File: config.mk
export PLATFORM = sky130hd
export DESIGN_NAME = muldiv_seq
export DESIGN_NICKNAME = d
export VERILOG_FILES = /design/src/rtl/muldiv_seq.sv
export SDC_FILE = /design/constraint.sdc
export NUM_CORES = 1
export LEC_CHECK = 0
export BUFFER_PORTS_ARGS = -buffer_cell sky130_fd_sc_hd__buf_2
export CAP_MARGIN = 5
export CORE_ASPECT_RATIO = 2
export CORE_MARGIN = 4
export CORE_UTILIZATION = 36
export CTS_CLUSTER_DIAMETER = 120
export DETAILED_ROUTE_END_ITERATION = 7
export SLEW_MARGIN = 30
export SYNTH_ARGS = -nofsm -noshare
export SYNTH_HDL_FRONTEND = slang
export SYNTH_SLANG_ARGS = --single-unit
File: constraint.sdc
create_clock -name clk -period 5.9 [get_ports clk]
set_input_delay 0.885 -clock clk [delete_from_list [all_inputs] [get_ports clk]]
set_output_delay 0.885 -clock clk [all_outputs]
set_load 0.05 [all_outputs]
File: src/rtl/muldiv_seq.sv
// Iterative RV32M multiply/divide unit: shift-add multiply, restoring divide, one bit per cycle.
// Define MULDIV_FAST_MUL_EN to compute multiplies in a single cycle with a full-width multiplier.
module muldiv_seq #(
  parameter int unsigned W  = 32,
  parameter int unsigned CW = 6
) (
  input  logic         clk,
  input  logic         rst,
  input  logic         req_valid,
  output logic         req_ready,
  input  logic [2:0]   fn,
  input  logic [W-1:0] x,
  input  logic [W-1:0] y,
  output logic         resp_valid,
  input  logic         resp_ready,
  output logic [W-1:0] out,
  output logic         zero
);

  localparam int unsigned AW = 2 * W;
  localparam logic [CW-1:0] CNT_INIT = CW'(W);
  localparam logic [W-1:0]  INT_MIN  = {1'b1, {(W-1){1'b0}}};

  typedef enum logic [1:0] {
    IDLE = 2'd0,
    CALC = 2'd1,
    DONE = 2'd2
  } state_e;

  state_e        state_q, state_d;
  logic [CW-1:0] cnt_q, cnt_d;
  logic [2:0]    fn_q, fn_d;
  logic [W-1:0]  a_q, a_d;
  logic [AW-1:0] acc_q, acc_d;
  logic          neg_q, neg_d;
  logic [W-1:0]  out_q, out_d;
  logic          zero_q, zero_d;
  logic          req_ready_q, req_ready_d;
  logic          resp_valid_q, resp_valid_d;

  // Operand conditioning at the accept edge
  logic         x_signed, y_signed, sx, sy;
  logic         is_div, div_zero, div_ovf;
  logic [W-1:0] x_mag, y_mag;

  assign is_div   = fn[2];
  assign x_signed = !(fn[0] && (fn != 3'd1));
  assign y_signed = x_signed && (fn != 3'd2);
  assign sx       = x_signed && x[W-1];
  assign sy       = y_signed && y[W-1];
  assign x_mag    = sx ? -x : x;
  assign y_mag    = sy ? -y : y;
  assign div_zero = is_div && (y == '0);
  assign div_ovf  = is_div && !fn[0] && (x == INT_MIN) && (y == '1);

`ifdef MULDIV_FAST_MUL_EN
  logic [AW-1:0] fast_prod;
  assign fast_prod = {{W{1'b0}}, x_mag} * {{W{1'b0}}, y_mag};
`endif

  // One iteration: acc holds {hi, lo}; multiply shifts right, divide shifts left
  logic [W:0]    mul_sum, rem_sh, rem_diff;
  logic [AW-1:0] acc_step;

  assign mul_sum  = {1'b0, acc_q[AW-1:W]} + {1'b0, a_q};
  assign rem_sh   = {acc_q[AW-1:W], acc_q[W-1]};
  assign rem_diff = rem_sh - {1'b0, a_q};

  always_comb begin
    acc_step = acc_q;
    if (fn_q[2]) begin
      acc_step = {(rem_diff[W] ? rem_sh[W-1:0] : rem_diff[W-1:0]), acc_q[W-2:0], ~rem_diff[W]};
    end else if (acc_q[0]) begin
      acc_step = {mul_sum, acc_q[W-1:1]};
    end else begin
      acc_step = {1'b0, acc_q[AW-1:1]};
    end
  end

  // Sign fix-up and result selection, used in the cycle that enters DONE
  logic [AW-1:0] acc_neg;
  logic [W-1:0]  hi_neg, res;

  always_comb begin
    acc_neg = neg_q ? -acc_q : acc_q;
    hi_neg  = neg_q ? -acc_q[AW-1:W] : acc_q[AW-1:W];
    if (fn_q[2] && fn_q[1]) begin
      res = hi_neg;
    end else if (!fn_q[2] && (fn_q[1:0] != 2'd0)) begin
      res = acc_neg[AW-1:W];
    end else begin
      res = acc_neg[W-1:0];
    end
  end

  // Next-state and datapath update
  always_comb begin
    state_d = state_q;
    cnt_d   = cnt_q;
    fn_d    = fn_q;
    a_d     = a_q;
    acc_d   = acc_q;
    neg_d   = neg_q;
    out_d   = out_q;
    zero_d  = zero_q;
    case (state_q)
      IDLE: begin
        if (req_valid) begin
          state_d = CALC;
          cnt_d   = CNT_INIT;
          fn_d    = fn;
          a_d     = is_div ? y_mag : x_mag;
          acc_d   = {{W{1'b0}}, (is_div ? x_mag : y_mag)};
          neg_d   = (is_div && fn[1]) ? sx : (sx ^ sy);
          // Special divides preload the final {rem, quot} and skip iteration
          if (div_zero) begin
            acc_d = {x, {W{1'b1}}};
            neg_d = 1'b0;
            cnt_d = '0;
          end else if (div_ovf) begin
            acc_d = {{W{1'b0}}, x};
            neg_d = 1'b0;
            cnt_d = '0;
          end
`ifdef MULDIV_FAST_MUL_EN
          else if (!is_div) begin
            acc_d = fast_prod;
            cnt_d = '0;
          end
`endif
        end
      end
      CALC: begin
        if (cnt_q != '0) begin
          acc_d = acc_step;
          cnt_d = cnt_q - CW'(1);
        end else begin
          out_d   = res;
          zero_d  = (res == '0);
          state_d = DONE;
        end
      end
      DONE: begin
        if (resp_ready) begin
          state_d = IDLE;
        end
      end
      default: state_d = IDLE;
    endcase
    req_ready_d  = (state_d == IDLE);
    resp_valid_d = (state_d == DONE);
  end

  always_ff @(posedge clk) begin
    if (rst) begin
      state_q      <= IDLE;
      cnt_q        <= '0;
      fn_q         <= '0;
      a_q          <= '0;
      acc_q        <= '0;
      neg_q        <= 1'b0;
      out_q        <= '0;
      zero_q       <= 1'b1;
      req_ready_q  <= 1'b1;
      resp_valid_q <= 1'b0;
    end else begin
      state_q      <= state_d;
      cnt_q        <= cnt_d;
      fn_q         <= fn_d;
      a_q          <= a_d;
      acc_q        <= acc_d;
      neg_q        <= neg_d;
      out_q        <= out_d;
      zero_q       <= zero_d;
      req_ready_q  <= req_ready_d;
      resp_valid_q <= resp_valid_d;
    end
  end

  assign req_ready  = req_ready_q;
  assign resp_valid = resp_valid_q;
  assign out        = out_q;
  assign zero       = zero_q;

endmodule
== Word level (Yosys, flattened, before mapping) ==
Index checks and enable logic that the tools add are counted.

* Add/sub/neg operators: 7
* Equality and inequality tests: 9
* Muxes and demuxes: 28
* Bitwise gates (word level): 3
* Reduce and logical (&&, ||, !) cells: 24

{| class="wikitable"
|+ Operators by type and width
! operator !! count
|-
| 64-bit two-way mux || 6
|-
| 32-bit two-way mux || 9
|-
| 64-bit case mux with 2 select lines || 1
|-
| 32-bit negator || 3
|-
| 32-bit equality test, second input constant || 2
|-
| 32-bit logical NOT || 2
|-
| 64-bit negator || 1
|-
| 32-bit by 32-bit adder with 33-bit output || 1
|-
| 33-bit by 32-bit subtractor with 33-bit output || 1
|-
| 6-bit two-way mux || 4
|-
| 6-bit case mux with 2 select lines || 1
|-
| 1-bit logical AND || 11
|-
| 2-bit two-way mux || 3
|-
| 2-bit case mux with 3 select lines || 1
|-
| 6-bit nonzero test || 1
|-
| 6-bit by 1-bit subtractor with 6-bit output, second input constant || 1
|-
| 2-bit equality test, second input constant || 2
|-
| 2-bit logical NOT || 2
|-
| 2-bit inequality test, second input constant || 2
|-
| 2-bit AND reduction || 2
|-
| 2-bit nonzero test || 2
|-
| 1-bit logical NOT || 3
|-
| 1-bit two-way mux || 3
|-
| 3-bit by 1-bit inequality test with 1-bit output, second input constant || 1
|-
| other kinds (5) || 6
|}

* Flip-flop bits (word level): 143
* Input port bits: 71

== Logic depth before layout (Yosys ltp) ==
Gate-level depths: netlist of the first run.

* Depth after elaboration: 11
* Gate-level depth with buffers: 14
* Depth with buffers taken out: 12

== Worst setup path before layout of the first run ==
No wires, ideal clock.

* Path kind: in2reg
* Start point: input x[16]
* End point: register acc_q[29]
* Arrival time: 3.532 ns
* Data required time: 5.783 ns
* Path slack: 2.251 ns
* Cell stages on the path: 9
* Buffers on the path: 1
* Cell sequence: or4_1 > or2_2 > or4_1 > or3_1 > nor2_1 > clkbuf_1 > nand3b_1 > o211ai_1 > a22o_1

* Word-level cells in the longest chain between the ends: 7
* Elaborated cells on any way between the ends: 10
* Those cells by class: 1 x add/sub; 1 x eq/ne; 6 x mux; 2 x reduce/logical

{| class="wikitable"
|+ Ends and longest elaborated chain
! what !! line !! source
|-
| from (decl) || 12 || <nowiki>input logic [W-1:0] x,</nowiki>
|-
| 32-bit negator or 32-bit equality test (tied branches) || 51, 54 ||
|-
| 32-bit two-way mux or 1-bit logical AND (tied branches) || 51, 54 ||
|-
| 32-bit two-way mux or 1-bit logical AND (tied branches) || 113, 54 ||
|-
| 32-bit two-way mux * || 120 || <nowiki>end else if (div_ovf) begin</nowiki>
|-
| 64-bit two-way mux * || 116 || <nowiki>if (div_zero) begin</nowiki>
|-
| 64-bit two-way mux * || 108 || <nowiki>if (req_valid) begin</nowiki>
|-
| 64-bit case mux with 2 select lines * || 106 || <nowiki>case (state_q)</nowiki>
|-
| to (signal assigned) || 160 || <nowiki>acc_q <= '0;</nowiki>
|-
| to (signal assigned) || 171 || <nowiki>acc_q <= acc_d;</nowiki>
|-
| to (decl) || 34 || <nowiki>logic [AW-1:0] acc_q, acc_d;</nowiki>
|}

Every way passes the cells marked *; elsewhere a longest branch is shown, timed or not. The select of a mux whose other input is x is not followed.
A chain may end at the register's enable or synchronous reset.

== Worst setup path after layout of the first run ==
* Start point: register a_q[18]
* End point: register acc_q[35]

* Word-level cells in the longest chain between the ends: 5

{| class="wikitable"
|+ Ends and longest elaborated chain
! what !! line !! source
|-
| from (decl) || 33 || <nowiki>logic [W-1:0] a_q, a_d;</nowiki>
|-
| from (signal assigned) || 159 || <nowiki>a_q <= '0;</nowiki>
|-
| from (signal assigned) || 170 || <nowiki>a_q <= a_d;</nowiki>
|-
| 33-bit by 32-bit subtractor with 33-bit output || 67 || <nowiki>assign rem_diff = rem_sh - {1'b0, a_q};</nowiki>
|-
| 32-bit two-way mux || 72 || <nowiki>acc_step = {(rem_diff[W] ? rem_sh[W-1:0] : rem_diff[W-1:0]), acc_q[W-2:0], ~rem_diff[W]};</nowiki>
|-
| 64-bit two-way mux || 71 || <nowiki>if (fn_q[2]) begin</nowiki>
|-
| 64-bit two-way mux || 134 || <nowiki>if (cnt_q != '0) begin</nowiki>
|-
| 64-bit case mux with 2 select lines || 106 ||
|}

Every way passes these cells. The select of a mux whose other input is x is not followed.

==> qor.txt, run 1 <==
worst max-slew margin expressed relative to the limit: 32.46%
origin of the worst min-delay path: out[4]
net count after synthesis: 2246
most common flop cell mapped by yosys: sky130_fd_sc_hd__dfxtp_1
post-route ant nets: 0
buffer depth of the longest clock path: 2
Remaining Overflow, GRT: 0
detail-routed net length per standard cell: 27.50 µm
layout cell share with drive strength beyond 1: 11.91%
total negative slack: 0 ns
mean instance size in the synthesized netlist: 7.159 µm²
Top Family by Delay on Critical Path: compound AO/OA/AOI/OAI gates
RSZ-0062 raised after global routing: false
count of TritonRoute iterations in the first routing pass: 5
# resized after CTS: 0
clock transition time at the flip-flop clock pins of the worst setup and hold paths: 0.07 ns
launching instance or port of the critical path: a_q[18]
result of the run: finished, final reports clean
antenna violations before repair: 0
Die Ht: 297.2 µm
input/output buffers: 105
floorplan core area: 41250 µm²
die width: 152.6 µm
Pleak: 6.419 nW
synth warn: 0
main area contributors after synthesis: sky130_fd_sc_hd__dfxtp_1, sky130_fd_sc_hd__a21oi_1, sky130_fd_sc_hd__ha_1
post-route clock skew: 0.01418 ns
category of the critical setup timing path: flip-flop to flip-flop
critical-path cell with the highest stage delay: sky130_fd_sc_hd__o211ai_4
biggest area consumer among synthesized cells: sky130_fd_sc_hd__dfxtp_1
clock tree from TritonCTS: built
CP peak stage delay: 0.72 ns
signed area change from the synthesized netlist to the final layout: 10.71%
total number of nets in the final design: 2254
GRT Util Overall: 30.78%
Max VDD drop: 0.0002087 V
count of buffers added by post-CTS timing repair for setup: 0
final hold slack: 0.4517 ns
antenna diode count: 0
die area: 45350 µm²
number of levels the H-tree was split into: 4
source of the worst register-to-register timing path: a_q[18]
sequential share of the synthesized area: 19.02%
post-synthesis cell type count: 86
final setup violation count: 0
vias post-DR: 17300
number of remaining DRC errors: 0
#FFs+latches synth: 143
total detailed-routing wirelength: 73.13 mm
Root Buffer Master: sky130_fd_sc_hd__clkbuf_16
placer's final routability congestion estimate: 1.010
clock buffers created by TritonCTS: 17
Critical Path AT: 4.73 ns
fraction of synthesis flops using an asynchronous set or reset pin: 0%
required arrival time at the worst endpoint: 6.25 ns
Layout fillers: 4429
sort of element at the end of the critical path: flip-flop
class of the most critical hold timing path: flip-flop to flip-flop
first-pass GRT wire length: 106.9 mm
post-synthesis instance total: 2103
Synth top area share: 19.02%
worst slew pin tran: 0.9974 ns
IO Pins: 106
reg2reg setup slack: 1.52 ns
via count of the first global-routing pass: 16790
number of DRC violations after detailed-routing iteration 0: 1752
count of pins over their slew limit: 0
EDFF count, synth: 0
half-perimeter wire length after placement: 56.02 mm
number of core rows: 105
Setup crit start kind: flip-flop
final hold violations: 0
initial standard-cell utilization of the core: 36.49%
Min Clock Period, post-route: 4.375 ns
f_max: 0.2286 GHz
Max Cap Violations: 0
maximum net fanout on the critical path: 23
CP bufs+invs: 2
worst path cell trace: inv_1 -> ha_1 -> and4_1 -> nand3_1 -> nor4_1 -> o21a_1 -> nor2_1 -> o211ai_4 -> buf_4 -> mux2i_1 -> a211oi_1 -> a221o_1
# hold bufs at CTS: 0
cell area after synthesis: 15050 µm²
detailed-route vias per instance: 6.506
total clock sinks: 143
clk_lat worst skew: 0.46 ns
period utilization: 74.16%
cell area power density: 357.4 nW/µm²
maximum number of pins on one net before global-route repair: 86
path summary, 6_finish.rpt:
kind	to	cells past startpoint
hold reg to reg	out[4]	2
hold / removal	out[4]	2
setup reg to reg	acc_q[35]	12
setup / recovery	acc_q[35]	12
registers in the layout (all words and copies together) (netlist names):
| register | flops |
|---|---|
| zero | 1 |
| out | 32 |
| fn_q | 3 |
| neg_q | 1 |
| req_ready | 1 |
| acc_q | 64 |
| state_q | 2 |
| resp_valid | 1 |
| a_q | 32 |
| cnt_q | 6 |
report_power, final:
| group | internal [W] | total (W) | switching, W |
|---|---|---|---|
| Combinational | 0.00111 | 0.00336 | 0.00225 |
| Clock | 0.000702 | 0.00121 | 0.000505 |
| Sequential | 0.00113 | 0.00139 | 0.000263 |
through the flow:
stage / power (W) / worst slack, ns / instance area [µm²] / util [%] / std cells
finish: 0.005958 / 1.525 / 16670 / 40.40 / 2659
global route: 0.006229 / 1.298 / 16670 / 40.40 / 2659
CTS: 0.005865 / 1.604 / 16650 / 40.36 / 2658
detailed placement: 0.004661 / 1.426 / 16030 / 38.85 / 2626
global placement: 0.004628 / 1.505 / 16010 / 38.80 / 2626
floorplan: 0.003586 / 2.251 / 15050 / - / 2103
cell families (layout without fill, tap and decap cells):
| family | Yosys count | count (layout) | synth area share, % |
|---|---|---|---|
| AOI/OAI and AO/OA | 713 | 713 | 31.72 |
| muxes | 76 | 76 | 5.178 |
| xor gates and xnor gates | 139 | 139 | 8.087 |
| DFF | 143 | 143 | 19.02 |
| and+or+nand+nor | 723 | 723 | 23.77 |
| buffers and inverters | 237 | 258 | 6.142 |
| adders and majority gates | 72 | 72 | 6.084 |
worst min-delay path, stage by stage, from the launching register on:
cell and delay [ns]:
sky130_fd_sc_hd__dfxtp_1 0.31, sky130_fd_sc_hd__nand2_1 0.05, sky130_fd_sc_hd__a21oi_1 0.05
area by class of cell:
| cell class | instances | area (µm²) | share of cell area (%) |
|---|---|---|---|
| Clock buffer | 20 | 466.7 | 2.800 |
| Clock inverter | 12 | 155.1 | 0.9309 |
| Inverter | 68 | 255.2 | 1.531 |
| Multi-Input combinational cell | 1723 | 11330 | 67.96 |
| Sequential cell | 143 | 2868 | 17.21 |
| Tap cell | 535 | 669.4 | 4.016 |
| Timing Repair Buffer | 158 | 925.9 | 5.555 |
cell usage after synthesis (all sizes together) (34+ instances only):
master and instances:
mux2i 61, a21o 34, nor3 55, o21ai 126, xnor2 82, xor2 57, nor4 38, dfxtp 143
inv 67, ha 70, nor2 175, a21oi 195, clkbuf 146, nand3 53, a211oi 61, o211ai 39
nand2 214
metal layers:
metal	track usage (%)	share of wire [%]	vias up
met5	0	0	-
met4	28.80	12	0
met3	3.683	5.4	275
met2	54.20	49	823
met1	30.96	34	8323
li1	-	-	7879
cells in the final DEF, fill, tap and decap left out, types with 34 or more instances in the layout:
cell type | netlist | routed
sky130_fd_sc_hd__nand2_1 | 214 | 214
sky130_fd_sc_hd__a21oi_1 | 195 | 195
sky130_fd_sc_hd__nor2_1 | 175 | 170
sky130_fd_sc_hd__dfxtp_1 | 143 | 141
sky130_fd_sc_hd__o21ai_0 | 117 | 115
sky130_fd_sc_hd__buf_2 | 6 | 104
sky130_fd_sc_hd__xnor2_1 | 82 | 82
sky130_fd_sc_hd__ha_1 | 70 | 70
sky130_fd_sc_hd__inv_1 | 66 | 66
sky130_fd_sc_hd__mux2i_1 | 61 | 61
sky130_fd_sc_hd__a211oi_1 | 61 | 60
sky130_fd_sc_hd__xor2_1 | 57 | 57
sky130_fd_sc_hd__nor3_1 | 54 | 54
sky130_fd_sc_hd__buf_4 | 1 | 54
sky130_fd_sc_hd__nand3_1 | 53 | 53
sky130_fd_sc_hd__o211ai_1 | 38 | 38
sky130_fd_sc_hd__nor4_1 | 34 | 34
sky130_fd_sc_hd__a21o_1 | 34 | 34
Power figures use the tool's default switching activity.
==> run 2: changes to the inputs <==
Settings changed: ABC_AREA from default to 1.
Clock period 5.9 ns to 4.1 ns, I/O delays scaled along.
==> qor.txt, run 2 <==
most frequent cell on the critical path: sky130_fd_sc_hd__nand2_1
biggest area consumer among synthesized cells: sky130_fd_sc_hd__nand2_1
die width: 161.6 µm (+5.9%)
# resized after CTS: 0 (unchanged)
half-perimeter wire length after placement: 74.56 mm (+33%)
met2 wire length: 45.02 mm (+25%)
metal1 wirelength: 30.27 mm (+23%)
maximum net fanout on the critical path: 19 (-17%)
vias post-DR: 22010 (+27%)
IO Pins: 106 (unchanged)
worst reg2reg path depth: 17 (+5)
Synth top area share: 18.60% (-0.42 points)
most common flop cell mapped by yosys: sky130_fd_sc_hd__dfxtp_1
reg-to-reg critical path endpoint: acc_q[49]
Root Buffer Master: sky130_fd_sc_hd__clkbuf_16
class of the most critical hold timing path: primary input to flip-flop
total negative slack: 0 ns (unchanged)
Net Switching: 0.005652 W (+87%)
detailed-route vias per instance: 5.833 (-10%)
count of TritonRoute iterations in the first routing pass: 6 (+1)
antenna violations before repair: 3 (+3)
reg2reg setup slack: 0.73 ns (-0.80 ns)
Pleak: 9.224 nW (+44%)
Die Ht: 315.3 µm (+6.1%)
period utilization: 82.25% (+8.1 points)
Setup crit start kind: flip-flop
via count of the first global-routing pass: 21370 (+27%)
cell area after synthesis: 17000 µm² (+13%)
flip-flop count of the largest register, all copies and words added: 64 (unchanged)
clock transition time at the flip-flop clock pins of the worst setup and hold paths: 0.07 ns (about the same)
number of DRC violations after detailed-routing iteration 0: 2159 (+23%)
highest signal layer in the routed design: met5
post-route clock skew: 0.01967 ns (+0.005499 ns)
switch share: 57.55% (+6.8 points)
number of remaining DRC errors: 0 (unchanged)
total clock sinks: 143 (unchanged)
top register by number of flip-flops: acc_q
Min Clock Period, post-route: 3.372 ns (-1.003 ns)
result of the run: finished, final reports clean
worst hold path stage count: 3 (+1)
input/output buffers: 105 (unchanged)
Top Family by Delay on Critical Path: simple AND/OR/NAND/NOR gates
count of buffers added by post-CTS timing repair for setup: 0 (unchanged)
synth warn: 0 (unchanged)
f_max: 0.2965 GHz (+30%)
signed area change from the synthesized netlist to the final layout: 10.49%
post-route ant nets: 0 (unchanged)
Comb pwr share: 63.6% (+7.2 points)
worst-case hold path end point: resp_valid
final setup violation count: 0 (unchanged)
origin of the worst min-delay path: resp_ready
fraction of synthesis flops using an asynchronous set or reset pin: 0% (unchanged)
Max Cap Violations: 0 (unchanged)
count of pins over their slew limit: 0 (unchanged)
final hold violations: 0 (unchanged)
initial standard-cell utilization of the core: 36.42% (-0.074 points)
die area: 50960 µm² (+12%)
post-synthesis instance total: 3077 (+46%)
placer's final routability congestion estimate: 1.136 (+12%)
fraction of power consumed by sequential logic: 20.7% (-2.6 points)
clock group share of total power: 15.7% (-4.6 points)
buffer depth of the longest clock path: 2 (unchanged)
CP bufs+invs: 2 (unchanged)
sequential share of the synthesized area: 16.84% (-2.2 points)
clock tree from TritonCTS: built
net count after synthesis: 3220 (+43%)
total number of nets in the final design: 3276 (+45%)
sort of element at the end of the critical path: flip-flop
clk_lat worst skew: 0.48 ns (+0.02 ns)
most common cell after layout, fill and taps aside: sky130_fd_sc_hd__nand2_1
floorplan core area: 46660 µm² (+13%)
Layout fillers: 5429 (+23%)
total detailed-routing wirelength: 94.06 mm (+29%)
mean instance size in the synthesized netlist: 5.523 µm² (-23%)
footprint of the flip-flops and latches: 2865 µm² (about the same)
GRT Util Overall: 36.11% (+5.3 points)
category of the critical setup timing path: flip-flop to flip-flop
worst slew pin tran: 1.065 ns (+0.06786 ns)
clock buffers created by TritonCTS: 17 (unchanged)
number of core rows: 112 (+6.7%)
EDFF count, synth: 0 (unchanged)
worst max-slew margin expressed relative to the limit: 28.23% (-4.2 points)
critical-path cell with the highest stage delay: sky130_fd_sc_hd__dfxtp_1
Max VDD drop: 0.0002371 V (+14%)
detail-routed net length per standard cell: 24.92 µm (-9.4%)
most used cells in the layout excluding fill and tap cells: sky130_fd_sc_hd__nand2_1, sky130_fd_sc_hd__inv_1, sky130_fd_sc_hd__nor2_1
RSZ-0062 raised after global routing: false
required arrival time at the worst endpoint: 4.46 ns (-1.79 ns)
cell area power density: 523.0 nW/µm² (+46%)
top cell types by occurrence after synthesis: sky130_fd_sc_hd__nand2_1, sky130_fd_sc_hd__inv_1, sky130_fd_sc_hd__nor2_1, sky130_fd_sc_hd__nand3_1, sky130_fd_sc_hd__a21oi_1
CP peak stage delay: 0.65 ns (-0.07 ns)
worst path cell trace: inv_1 -> ha_1 -> a21oi_1 -> o21ai_0 -> a21oi_1 -> nor2_1 -> nor3_1 -> nand2_1 -> nand2_2 -> nand2_4 -> buf_12 -> nand2_1 -> o21ai_0 -> nand2_1 -> nand2_1 -> nand2_1 -> nand2_1
source of the worst register-to-register timing path: a_q[16]
number of levels the H-tree was split into: 4 (unchanged)
Remaining Overflow, GRT: 0 (unchanged)
most repeated cell in the gate-level netlist after synthesis: sky130_fd_sc_hd__nand2_1
#FFs+latches synth: 143 (unchanged)
area occupied by multi-input gates: 12320 µm² (+8.7%)
# hold bufs at CTS: 0 (unchanged)
Critical Path AT: 3.73 ns (-1.00 ns)
maximum number of pins on one net before global-route repair: 90 (+4.7%)
met3 layer wire length in the routed design: 6.271 mm (+59%)
layout cell share with drive strength beyond 1: 7.978% (-3.9 points)
main area contributors after synthesis: sky130_fd_sc_hd__nand2_1, sky130_fd_sc_hd__dfxtp_1, sky130_fd_sc_hd__nand3_1
post-synthesis cell type count: 54 (-37%)
Final Util: 40.24% (-0.16 points)
cell-internal power: 0.004169 W (+42%)
first-pass GRT wire length: 136.4 mm (+28%)
run 2: cell families after synthesis:
kind of cell	count (synthesis)	synth area share, %
and+or+nand+nor	1632	40.88
AOI/OAI and AO/OA	660	20.98
adders and majority gates	72	5.389
xor gates and xnor gates	100	5.154
buffers and inverters	470	10.75
DFF	143	16.84
run 2: area by class of cell:
class / instances / share of cell area [%]
multi-input cells: 2464 / 65.59
clock inverters: 13 / 0.5530
clock buffers: 19 / 2.359
flip-flops and latches: 143 / 15.26
diodes: 1 / 0.01333
well taps: 627 / 4.178
repair buffers: 159 / 5.091
inverters: 348 / 6.963
run 2: tightest hold or removal path: cells and delay by family:
family | cells | cell delay, ns
and+or+nand+nor | 1 | 0.11
AOI/OAI and AO/OA | 1 | 0.06
buffers and inverters | 1 | 0.07
run 2: stage by stage:
stage                     instances  area (µm²)  hold slack (ns)  total power, W  setup WS (ns)
after floorplan                3077       17000           0.4516        0.005901          1.534
after global placement         3741       18230           0.4696        0.008101         0.7651
after detailed placement       3741       18230           0.4731        0.008057         0.7026
after CTS                      3773       18780           0.4295        0.009601         0.8893
after global routing           3774       18780           0.4594         0.01042         0.5585
final                          3774       18780           0.4386        0.009821         0.7277
run 2: power groups by stage:
stage	Sequential [W]	Combinational, W	Clock, W
after floorplan	0.00212	0.00378	0
after global placement	0.00203	0.00607	0
after detailed placement	0.00203	0.00602	0
after CTS	0.00200	0.00605	0.00155
after global routing	0.00205	0.00677	0.00159
final	0.00204	0.00624	0.00154
run 2: how the worst max path moves through the flow:
stage                      to  slack [ns]  cells past startpoint      start
finish              acc_q[49]        0.73                     17    a_q[16]
global route        acc_q[49]        0.56                     15  acc_q[52]
CTS                 acc_q[49]        0.89                     15  acc_q[48]
detailed placement  acc_q[53]        0.70                     16       y[0]
global placement    acc_q[51]        0.77                     16       y[0]
floorplan           acc_q[40]        1.53                     20  acc_q[31]
run 2: routing by layer:
layer  vias to the layer above  track usage [%]
met2                      1176            61.78
met1                     10080            35.33
met5                         -                0
li1                      10300                -
met4                         2            37.93
met3                       449            5.847
